==> config.mk <==
export PLATFORM = sky130hd
export DESIGN_NAME = fifo_loop_ctrl_flat
export DESIGN_NICKNAME = d
export VERILOG_FILES = /design/src/rtl/fifo_loop_ctrl_pkg.sv /design/src/rtl/fifo_loop_ctrl_if.sv /design/src/rtl/fifo_loop_ctrl_gap_timer.sv /design/src/rtl/fifo_loop_ctrl.sv /design/src/flat_wrapper.sv
export SDC_FILE = /design/constraint.sdc
export NUM_CORES = 1
export LEC_CHECK = 0
export BUFFER_PORTS_ARGS = -buffer_cell sky130_fd_sc_hd__buf_2
export CORE_AREA = 3 3 89 91
export CTS_CLUSTER_SIZE = 24
export DETAILED_ROUTE_END_ITERATION = 16
export DIE_AREA = 0 0 92 94
export GPL_TIMING_DRIVEN = 1
export PLACE_DENSITY = 0.75
export SYNTH_ARGS = -nofsm -noshare
export SYNTH_HDL_FRONTEND = slang
export SYNTH_SLANG_ARGS = --single-unit
==> constraint.sdc <==
create_clock -name sys_clk -period 2.55 [get_ports sys_clk]
set_input_delay 0.51 -clock sys_clk [delete_from_list [all_inputs] [get_ports sys_clk]]
set_output_delay 0.51 -clock sys_clk [all_outputs]
set_load 0.01 [all_outputs]
==> src/rtl/fifo_loop_ctrl_pkg.sv <==
// Shared definitions for the UART loopback FIFO sequencer: frame size,
// counter width, pacing default, one-hot state encoding and test pattern.
package loop_pkg;

    localparam int DEPTH  = 256;  // bytes per test frame
    localparam int CNT_W  = 9;    // 2**CNT_W must exceed DEPTH
    localparam int RD_GAP = 4;    // idle cycles between FIFO reads
    localparam int GAP_W  = 4;    // width of the gap down-counter (RD_GAP <= 15)

    localparam logic [7:0] PAT_START = 8'h00;  // first byte of the expected pattern

    // One-hot bit positions of the sequencer states
    localparam int S_IDLE  = 0;
    localparam int S_FILL  = 1;
    localparam int S_GAP   = 2;
    localparam int S_READ  = 3;
    localparam int S_CHECK = 4;
    localparam int S_DONE  = 5;
    localparam int ST_W    = 6;

    typedef enum logic [ST_W-1:0] {
        ST_IDLE  = ST_W'(1 << S_IDLE),
        ST_FILL  = ST_W'(1 << S_FILL),
        ST_GAP   = ST_W'(1 << S_GAP),
        ST_READ  = ST_W'(1 << S_READ),
        ST_CHECK = ST_W'(1 << S_CHECK),
        ST_DONE  = ST_W'(1 << S_DONE)
    } state_e;

    // Next value of the incrementing test pattern (wraps at 0xFF)
    function automatic logic [7:0] next_pattern(input logic [7:0] b);
        return b + 8'd1;
    endfunction

endpackage

==> src/rtl/fifo_loop_ctrl_if.sv <==
// Byte-stream bus between uart_rx, the sequencer and the 256x8 FIFO.
// The master side is the sequencer; the slave side is the receiver/FIFO pair.
interface fifo_loop_ctrl_if;

    logic [7:0] rx_data;       // received byte
    logic       rx_valid;      // one-cycle strobe qualifying rx_data
    logic       fifo_full;
    logic       fifo_empty;
    logic [7:0] fifo_rd_data;  // valid one cycle after fifo_rd_en
    logic       fifo_wr_en;
    logic [7:0] fifo_wr_data;
    logic       fifo_rd_en;

    modport master (
        input  rx_data, rx_valid, fifo_full, fifo_empty, fifo_rd_data,
        output fifo_wr_en, fifo_wr_data, fifo_rd_en
    );

    modport slave (
        output rx_data, rx_valid, fifo_full, fifo_empty, fifo_rd_data,
        input  fifo_wr_en, fifo_wr_data, fifo_rd_en
    );

endinterface

==> src/rtl/fifo_loop_ctrl_gap_timer.sv <==
// Load/expire down-counter that paces FIFO reads. Loaded on entry to GAP,
// counts down while enabled and reports expiry when it reaches zero.
module gap_timer
    import loop_pkg::*;
#(
    parameter int W = GAP_W
) (
    input  logic         clk,
    input  logic         rst_n,
    input  logic         load_i,
    input  logic [W-1:0] load_val_i,
    input  logic         en_i,
    output logic         expired_o
);

    logic [W-1:0] cnt_q, cnt_d;

    // Load has priority; otherwise count down while enabled, stopping at zero
    always_comb begin
        cnt_d = cnt_q;
        if (load_i) begin
            cnt_d = load_val_i;
        end else if (en_i && (cnt_q != '0)) begin
            cnt_d = cnt_q - 1'b1;
        end
    end

    // Counter register
    always_ff @(posedge clk or negedge rst_n) begin
        if (!rst_n) begin
            cnt_q <= '0;
        end else begin
            cnt_q <= cnt_d;
        end
    end

    assign expired_o = (cnt_q == '0);

endmodule

==> src/rtl/fifo_loop_ctrl.sv <==
// UART loopback FIFO test sequencer: fills the FIFO with one frame of DEPTH
// received bytes, then drains it at a paced rate and checks each byte
// against an incrementing pattern, reporting pass/fail and error counts.
module fifo_loop_ctrl #(
    parameter int DEPTH  = loop_pkg::DEPTH,
    parameter int CNT_W  = loop_pkg::CNT_W,
    parameter int RD_GAP = loop_pkg::RD_GAP
) (
    input  logic             sys_clk,
    input  logic             sys_rst_n,
    input  logic             start,
    fifo_loop_ctrl_if.master bus,
    output logic             busy,
    output logic             done,
    output logic             pass,
    output logic [CNT_W-1:0] err_cnt,
    output logic             ovf,
    output logic             unf,
    output logic [7:0]       chk_byte,
    output logic             chk_valid
);

    localparam logic [CNT_W-1:0] DEPTH_C = CNT_W'(DEPTH);
    // GAP occupies RD_GAP cycles; with RD_GAP = 0 the CHECK->READ path skips
    // GAP altogether so that read pacing stays at RD_GAP + 2 cycles per byte.
    localparam logic [loop_pkg::GAP_W-1:0] GAP_LD =
        (RD_GAP == 0) ? '0 : loop_pkg::GAP_W'(RD_GAP - 1);

    loop_pkg::state_e state_q, state_d;

    logic [CNT_W-1:0] wr_cnt_q, wr_cnt_d;
    logic [CNT_W-1:0] rd_cnt_q, rd_cnt_d;
    logic [CNT_W-1:0] err_cnt_q, err_cnt_d;
    logic [7:0]       exp_q, exp_d;
    logic [7:0]       chk_byte_q, chk_byte_d;
    logic [7:0]       wr_data_q, wr_data_d;
    logic             wr_en_q, wr_en_d;
    logic             ovf_q, ovf_d;
    logic             unf_q, unf_d;

    logic             rd_en;
    logic             gap_load;
    logic             gap_expired;
    logic             in_check;

    gap_timer #(
        .W (loop_pkg::GAP_W)
    ) u_gap_timer (
        .clk        (sys_clk),
        .rst_n      (sys_rst_n),
        .load_i     (gap_load),
        .load_val_i (GAP_LD),
        .en_i       (state_q == loop_pkg::ST_GAP),
        .expired_o  (gap_expired)
    );

    // Next-state, counter updates and strobe generation
    always_comb begin
        state_d    = state_q;
        wr_cnt_d   = wr_cnt_q;
        rd_cnt_d   = rd_cnt_q;
        err_cnt_d  = err_cnt_q;
        exp_d      = exp_q;
        chk_byte_d = chk_byte_q;
        wr_data_d  = wr_data_q;
        wr_en_d    = 1'b0;
        ovf_d      = ovf_q;
        unf_d      = unf_q;
        rd_en      = 1'b0;
        gap_load   = 1'b0;

        case (state_q)
            loop_pkg::ST_IDLE, loop_pkg::ST_DONE: begin
                // rx_valid here is deliberately ignored, even alongside start
                if (start) begin
                    wr_cnt_d  = '0;
                    rd_cnt_d  = '0;
                    err_cnt_d = '0;
                    ovf_d     = 1'b0;
                    unf_d     = 1'b0;
                    exp_d     = loop_pkg::PAT_START;
                    state_d   = loop_pkg::ST_FILL;
                end
            end

            loop_pkg::ST_FILL: begin
                if (wr_cnt_q == DEPTH_C) begin
                    state_d  = loop_pkg::ST_GAP;
                    gap_load = 1'b1;
                end else if (bus.rx_valid) begin
                    // A dropped byte still counts, so the frame length is fixed
                    wr_cnt_d = wr_cnt_q + 1'b1;
                    if (bus.fifo_full) begin
                        ovf_d = 1'b1;
                    end else begin
                        wr_en_d   = 1'b1;
                        wr_data_d = bus.rx_data;
                    end
                end
            end

            loop_pkg::ST_GAP: begin
                if (gap_expired) begin
                    state_d = loop_pkg::ST_READ;
                end
            end

            loop_pkg::ST_READ: begin
                if (!bus.fifo_empty) begin
                    rd_en   = 1'b1;
                    state_d = loop_pkg::ST_CHECK;
                end else begin
                    unf_d   = 1'b1;
                    state_d = loop_pkg::ST_DONE;
                end
            end

            loop_pkg::ST_CHECK: begin
                chk_byte_d = bus.fifo_rd_data;
                if ((bus.fifo_rd_data != exp_q) && (err_cnt_q != '1)) begin
                    err_cnt_d = err_cnt_q + 1'b1;
                end
                exp_d    = loop_pkg::next_pattern(exp_q);
                rd_cnt_d = rd_cnt_q + 1'b1;
                if ((rd_cnt_q + 1'b1) == DEPTH_C) begin
                    state_d = loop_pkg::ST_DONE;
                end else if (RD_GAP == 0) begin
                    state_d = loop_pkg::ST_READ;
                end else begin
                    state_d  = loop_pkg::ST_GAP;
                    gap_load = 1'b1;
                end
            end

            default: state_d = loop_pkg::ST_IDLE;
        endcase
    end

    // State and datapath registers; reset aborts any run in progress
    always_ff @(posedge sys_clk or negedge sys_rst_n) begin
        if (!sys_rst_n) begin
            state_q    <= loop_pkg::ST_IDLE;
            wr_cnt_q   <= '0;
            rd_cnt_q   <= '0;
            err_cnt_q  <= '0;
            exp_q      <= loop_pkg::PAT_START;
            chk_byte_q <= 8'h00;
            wr_data_q  <= 8'h00;
            wr_en_q    <= 1'b0;
            ovf_q      <= 1'b0;
            unf_q      <= 1'b0;
        end else begin
            state_q    <= state_d;
            wr_cnt_q   <= wr_cnt_d;
            rd_cnt_q   <= rd_cnt_d;
            err_cnt_q  <= err_cnt_d;
            exp_q      <= exp_d;
            chk_byte_q <= chk_byte_d;
            wr_data_q  <= wr_data_d;
            wr_en_q    <= wr_en_d;
            ovf_q      <= ovf_d;
            unf_q      <= unf_d;
        end
    end

    // The FIFO presents read data in CHECK, so the debug byte is shown
    // straight through there and held from the register afterwards.
    assign in_check = (state_q == loop_pkg::ST_CHECK);

    assign bus.fifo_wr_en   = wr_en_q;
    assign bus.fifo_wr_data = wr_data_q;
    assign bus.fifo_rd_en   = rd_en;

    assign busy      = state_q[loop_pkg::S_FILL] | state_q[loop_pkg::S_GAP] |
                       state_q[loop_pkg::S_READ] | state_q[loop_pkg::S_CHECK];
    assign done      = state_q[loop_pkg::S_DONE];
    assign pass      = done && (err_cnt_q == '0) && !ovf_q && !unf_q;
    assign err_cnt   = err_cnt_q;
    assign ovf       = ovf_q;
    assign unf       = unf_q;
    assign chk_valid = in_check;
    assign chk_byte  = in_check ? bus.fifo_rd_data : chk_byte_q;

endmodule

==> src/flat_wrapper.sv <==
// flat-port wrapper written by rule: the top's interface ports become plain ports
module fifo_loop_ctrl_flat 
#(
    parameter int DEPTH  = loop_pkg::DEPTH,
    parameter int CNT_W  = loop_pkg::CNT_W,
    parameter int RD_GAP = loop_pkg::RD_GAP
)
  (sys_clk, sys_rst_n, start, busy, done, pass, err_cnt, ovf, unf, chk_byte, chk_valid, bus_rx_data, bus_rx_valid, bus_fifo_full, bus_fifo_empty, bus_fifo_rd_data, bus_fifo_wr_en, bus_fifo_wr_data, bus_fifo_rd_en);
  fifo_loop_ctrl_if bus_i ();
  input  logic sys_clk;
  input  logic sys_rst_n;
  input  logic start;
  output logic busy;
  output logic done;
  output logic pass;
  output logic [CNT_W-1:0] err_cnt;
  output logic ovf;
  output logic unf;
  output logic [7:0] chk_byte;
  output logic chk_valid;
  input wire logic [$bits(bus_i.rx_data)-1:0] bus_rx_data;
  input wire logic [$bits(bus_i.rx_valid)-1:0] bus_rx_valid;
  input wire logic [$bits(bus_i.fifo_full)-1:0] bus_fifo_full;
  input wire logic [$bits(bus_i.fifo_empty)-1:0] bus_fifo_empty;
  input wire logic [$bits(bus_i.fifo_rd_data)-1:0] bus_fifo_rd_data;
  output wire logic [$bits(bus_i.fifo_wr_en)-1:0] bus_fifo_wr_en;
  output wire logic [$bits(bus_i.fifo_wr_data)-1:0] bus_fifo_wr_data;
  output wire logic [$bits(bus_i.fifo_rd_en)-1:0] bus_fifo_rd_en;
  assign bus_i.rx_data = bus_rx_data;
  assign bus_i.rx_valid = bus_rx_valid;
  assign bus_i.fifo_full = bus_fifo_full;
  assign bus_i.fifo_empty = bus_fifo_empty;
  assign bus_i.fifo_rd_data = bus_fifo_rd_data;
  assign bus_fifo_wr_en = bus_i.fifo_wr_en;
  assign bus_fifo_wr_data = bus_i.fifo_wr_data;
  assign bus_fifo_rd_en = bus_i.fifo_rd_en;
  fifo_loop_ctrl #(.DEPTH(DEPTH), .CNT_W(CNT_W), .RD_GAP(RD_GAP)) u_core (.sys_clk(sys_clk), .sys_rst_n(sys_rst_n), .start(start), .bus(bus_i), .busy(busy), .done(done), .pass(pass), .err_cnt(err_cnt), .ovf(ovf), .unf(unf), .chk_byte(chk_byte), .chk_valid(chk_valid));
endmodule
==> results of run 1 <==
[repair_timing]
item,4_1_cts,5_1_grt
cloned,1,2
hold endpoints to repair,0,0
buffers inserted,2,10
pin swaps,1,18
gates resized for setup,6,46
endpoints found under the setup margin,9,15
[metrics by stage]
step	setup TNS, ns	utilization (%)	instances	power (mW)
final	-1.122	58.72	529	3.313
after global routing	-1.910	58.72	529	3.520
after CTS	-0.8610	54.63	517	3.158
after detailed placement	0	51.11	498	2.299
after global placement	0	51.11	498	2.260
after floorplan	0	-	343	1.869
[report_power, final]
group	switching [mW]	internal (mW)
Combinational	0.610	0.549
Sequential	0.123	1.19
Clock	0.391	0.452
[critical path: stages, from the launching register on]
cell and delay, ns:
dfrtp_1 0.38, or4_4 0.54, or3b_4 0.50, clkbuf_16 0.20
nand2_4 0.06, nand2_4 0.04, buf_6 0.11
[cells in the mapped netlist, drive strengths merged, types with 2 or more instances]
master and number:
a21oi 13, nand3 14, or3 7, nor3 4, buf 4, a211oi 2
nor4 8, xor2 11, dfrtp 63, and2 2, o221ai 2, ha 8
nor2b 3, or4 8, inv 15, or3b 2, a31oi 2, clkbuf 9
a211o 3, o21ai 34, xnor2 3, nand4 7, nor3b 3, o31ai 7
and3 5, mux2i 2, mux2 8, nand2 58, nor2 18, o211ai 2
[cell families after synthesis]
family / after synthesis / synth area share (%)
multiplexers: 10 / 3.411
flip-flops: 64 / 49.65
buffers and inverters: 28 / 3.372
AO/OA/AOI/OAI: 76 / 14.65
XOR/XNOR: 14 / 3.799
adder cells (fa/ha/maj): 8 / 3.101
AND/OR/NAND/NOR: 143 / 22.02
[cell type report]
cell class / instances / area share (%)
clock inverters: 5 / 1.359
well taps: 99 / 2.924
repair buffers: 83 / 13.94
inverters: 15 / 1.506
clock buffers: 11 / 3.101
multi-input cells: 252 / 39.34
flip-flops and latches: 64 / 37.83
[state kept, by name, summed over array words and instances, names as in the netlist]
register / flops
u_core.bus.fifo_wr_data: 8
u_core.bus.fifo_wr_en: 1
u_core.chk_byte_q: 8
u_core.err_cnt: 9
u_core.exp_q: 8
u_core.ovf: 1
u_core.rd_cnt_q: 9
u_core.state_q: 6
u_core.u_gap_timer.cnt_q: 4
u_core.unf: 1
u_core.wr_cnt_q: 9
[final timing paths]
kind / end / slack, ns / depth (start not counted)
max reg2reg: u_core.err_cnt[7]$_DFFE_PN0P_ / -0.06 / 6
max: chk_byte[7] / -0.13 / 6
min in group sys_clk: u_core.state_q[4]$_DFFE_PN0P_ / 0.39 / 2
min: u_core.wr_cnt_q[3]$_DFFE_PN0P_ / 0.14 / 1
min reg2reg: u_core.chk_byte_q[0]$_DFF_PN0_ / 0.48 / 2
max in group asynchronous: u_core.state_q[0]$_DFFE_PN1P_ / 1.66 / 2
[metal layers]
| metal | part of all wire [%] | track usage, % | vias to the layer above |
|---|---|---|---|
| li1 | - | - | 1403 |
| met1 | 44 | 24.90 | 1419 |
| met2 | 49 | 31.08 | 89 |
| met3 | 5.2 | 4.327 | 12 |
| met4 | 1.5 | 7.673 | 0 |
| met5 | 0 | 0 | - |
==> flow_summary.ini, run 1 <==
[outcome]
status = finished, violations left
violations = setup timing

[critical_path]
arrival_ns = 2.17
worstReg2RegStart = u_core.state_q[2]$_DFFE_PN0P_
worstSetupStartpoint = u_core.state_q[2]$_DFFE_PN0P_
worst-endpoint-required_ns = 2.04
crit_path_end_kind = output port
cp-start-kind = flip-flop
crit_fanout = 5
crit_type = reg2out

[route]
detail-route-antenna-nets = 0
wl_per_cell_um = 15.68
drt_iter0_drc = 151
vias = 2923
routed_wl_mm = 8.297
drc = 0
first_pass_iters = 5
vias_per_cell = 5.526

[final_layout]
fill_cells = 645
final_area_um2 = 4237
syn2layout_area_growth_pct = 31.24
final_common_cell = dfrtp_1
layout_common_cells = 63 x dfrtp_1, 47 x buf_2, 42 x nand2_1, 33 x o21ai_0, 25 x buf_4
multiInputGateArea_um2 = 1667
seq_area_um2 = 1603
num_antenna_cells = 0
drive_gt1_share_pct = 33.02
nets = 455

[clock_network]
cts_num_sinks = 64
postCtsHoldBufs = 0
cts_buffers = 9
cts_tree = built
cts.path.max_buffers = 2
htree_levels = 3
cts-root-buf = clkbuf_8
clock_latency_ns = 0.35
clkTransAtPathRegs_ns = 0.07

[yosys]
ys.flop_type = dfrtp_1
synth_top_area_share_pct = 48.84
synthCells = 343
synth_seq_area_share_pct = 49.65
synth-edff-count = 0
async_flop_share_pct = 100.0
yosys_warnings = 0
synth_area_leaders = dfrtp_1 49%, nand2_1 6.7%, o21ai_0 5.3%, ha_1 3.1%, xor2_1 3.0%
synth_seq_cells = 64
syn-cell-area_um2 = 3228
syn_area_per_cell_um2 = 9.411
syn-num-nets = 373
synth_top_area_cell = dfrtp_1
synth_cell_types = 49

[global_routing]
grt_pass1_vias = 2693
grt_overflow_total = 0
grt_usage_pct = 19.15
grt_start_max_net_pins = 24
antenna_found_initial = 0
grt_pass1_wl_mm = 12.87

[timing]
postLayoutSetupSlackWorst_ns = -0.1316
worst_pin_slew_ns = 0.8804
finalClockSkew_ns = 0.01204
final-setup-viol-count = 12
fin_crit_ns = 2.682
final_hold_viol_count = 0
rsz0062_at_grt = yes
slew_violations = 0
holdWs_ns = 0.1395
post-route-period-util_pct = 105.2
max_freq_mhz = 372.9
slew_headroom_pct = 40.77

[die]
fp.dieArea_um2 = 8648
placementRows = 31
core_area_um2 = 7214
die_y_um = 94
start_util_pct = 44.75
die_w_um = 92
io_pins = 55

[placement]
hpwl_mm = 5.390
placed_area_um2 = 3687
post-place-ws_ns = 0.03201
io_buffers = 54
gp_congestion = 0.8704

[pwr]
powerDensity_nw_per_um2 = 782.0
peakVddDrop_v = 0.0005482
p_leak_nw = 1.964

[run]
maxCapViolations = 0

[worst_hold_path]
hp-class = in2async
(Power assumes the default switching activity.)
==> inputs of run 2 (changes only) <==
Settings changed: BUFFER_PORTS_ARGS -buffer_cell sky130_fd_sc_hd__buf_2 to -buffer_cell sky130_fd_sc_hd__buf_4.
==> flow_summary.ini, run 2 (same netlist as run 1, synthesis figures left out) <==
[critical_path]
crit_fanout = 14
rrSetupSlack_ns = 0.03
cp_common_cell = nand2_1
cp-start-kind = flip-flop
cpMaxStageDelayCell = or4_4
arrival_ns = 2.16
r2r_end = u_core.err_cnt[3]$_DFFE_PN0P_
worst-endpoint-required_ns = 2.04
crit_type = reg2out
crit_path_end_kind = output port
worstReg2RegStart = u_core.state_q[2]$_DFFE_PN0P_
slowest_delay_ns = 0.54
path_cells = or4_4 > or3b_4 > buf_12 > nand2_1 > nand2_1 > buf_4
r2r_cells = 5

[route]
wl_per_cell_um = 15.28
drt_iter0_drc = 200
first_pass_iters = 4
drc = 0
vias_per_cell = 5.534
routed_wl_mm = 7.975
vias = 2889
detail-route-antenna-nets = 0

[placement]
hpwl_mm = 5.246
placed_area_um2 = 3820
io_buffers = 54
dp_cells = 496
gp_congestion = 0.8617

[die]
die_w_um = 92
io_pins = 55
fp.dieArea_um2 = 8648
start_util_pct = 44.75
core_area_um2 = 7214
die_y_um = 94
placementRows = 31

[final_layout]
layout.cells.non_filler = 522
syn2layout_area_growth_pct = 29.50
final_area_um2 = 4180
fill_cells = 647
drive_gt1_share_pct = 28.37
final_common_cell = buf_4
num_antenna_cells = 0
nets = 448
layout_common_cells = 73 x buf_4, 63 x dfrtp_1, 49 x nand2_1, 34 x o21ai_0, 18 x nor2_1

[clock_network]
cts_num_sinks = 64
clkTransAtPathRegs_ns = 0.07
postCtsHoldBufs = 0
cts_buffers = 9
clock_latency_ns = 0.35
cts_tree = built
htree_levels = 3
cts-root-buf = clkbuf_8
cts.path.max_buffers = 2

[timing]
fin_crit_ns = 2.667
post-route-period-util_pct = 104.6
postLayoutSetupSlackWorst_ns = -0.1174
slew_violations = 0
slew_headroom_pct = 46.96
holdWs_ns = 0.2203
final-setup-viol-count = 8
final.setup.tns_ns = -0.8513
finalClockSkew_ns = 0.007733
final_hold_viol_count = 0
worst_pin_slew_ns = 0.7956
rsz0062_at_grt = yes
max_freq_mhz = 374.9

[global_routing]
grt_usage_pct = 19.73
grt_start_max_net_pins = 65
grt_pass1_vias = 2903
antenna_found_initial = 0
grt_pass1_wl_mm = 13.63
grt_overflow_total = 0

[pwr]
powerDensity_nw_per_um2 = 787.6
peakVddDrop_v = 0.0003457
p_leak_nw = 1.935

[outcome]
violations = setup timing
status = finished, violations left

[run]
maxCapViolations = 0

[worst_hold_path]
hp-class = in2async
## run 2: report_power, final
group / internal (mW) / switching [mW] / total, mW
clock: 0.450 / 0.422 / 0.873
sequential: 1.19 / 0.117 / 1.31
combinational: 0.536 / 0.578 / 1.11
total: 2.17 / 1.12 / 3.29
## run 2: stage by stage
| step | total power, mW | setup WS [ns] | utilization (%) |
|---|---|---|---|
| final | 3.293 | -0.1174 | 57.94 |
| after global routing | 3.486 | -0.1984 | 57.94 |
| after CTS | 3.272 | -0.1373 | 57.46 |
| after detailed placement | 2.377 | 0.07930 | 52.95 |
| after global placement | 2.341 | 0.1317 | 52.95 |
| after floorplan | 1.869 | 0.04523 | - |
## run 2: worst max path at each step
stage / start / to / slack (ns) / depth (start not counted)
floorplan: u_core.state_q[5]$_DFFE_PN0P_ / chk_byte[0] / 0.05 / 7
global placement: u_core.state_q[2]$_DFFE_PN0P_ / u_core.err_cnt[3]$_DFFE_PN0P_ / 0.13 / 5
detailed placement: u_core.state_q[2]$_DFFE_PN0P_ / u_core.err_cnt[7]$_DFFE_PN0P_ / 0.08 / 5
CTS: u_core.state_q[2]$_DFFE_PN0P_ / chk_byte[7] / -0.14 / 7
global route: u_core.state_q[2]$_DFFE_PN0P_ / chk_byte[7] / -0.20 / 6
finish: u_core.state_q[2]$_DFFE_PN0P_ / chk_byte[7] / -0.12 / 6
## run 2: final cells by class
class | instances | area, µm² | share of cell area (%)
Inverter | 15 | 58.81 | 1.407
Multi-Input combinational cell | 251 | 1554 | 37.17
Clock inverter | 7 | 72.57 | 1.736
Clock buffer | 9 | 123.9 | 2.963
Tap cell | 99 | 123.9 | 2.963
Sequential cell | 64 | 1603 | 38.34
Timing Repair Buffer | 77 | 644.4 | 15.41
## run 2: per-layer routing
metal | vias up | part of all wire [%] | GRT usage, %
met3 | 14 | 4.5 | 3.606
met5 | - | 0 | 0
met1 | 1416 | 44 | 25.17
met4 | 0 | 2.0 | 9.901
met2 | 76 | 50 | 32.30
li1 | 1383 | - | -
## run 2: what timing repair did
item | CTS | global route
resized for setup | 9 | 9
setup endpoints to repair | 9 | 14
setup buffers | 5 | 4
cloned | 2 | 0
endpoints found under the hold margin | 0 | 0
pin swaps | 1 | 3
## run 2: critical path: cells and delay by family, from the launching register on
family	cells	cell delay (ns)
buf+inv	2	0.31
simple gates	4	1.10
flops	1	0.39
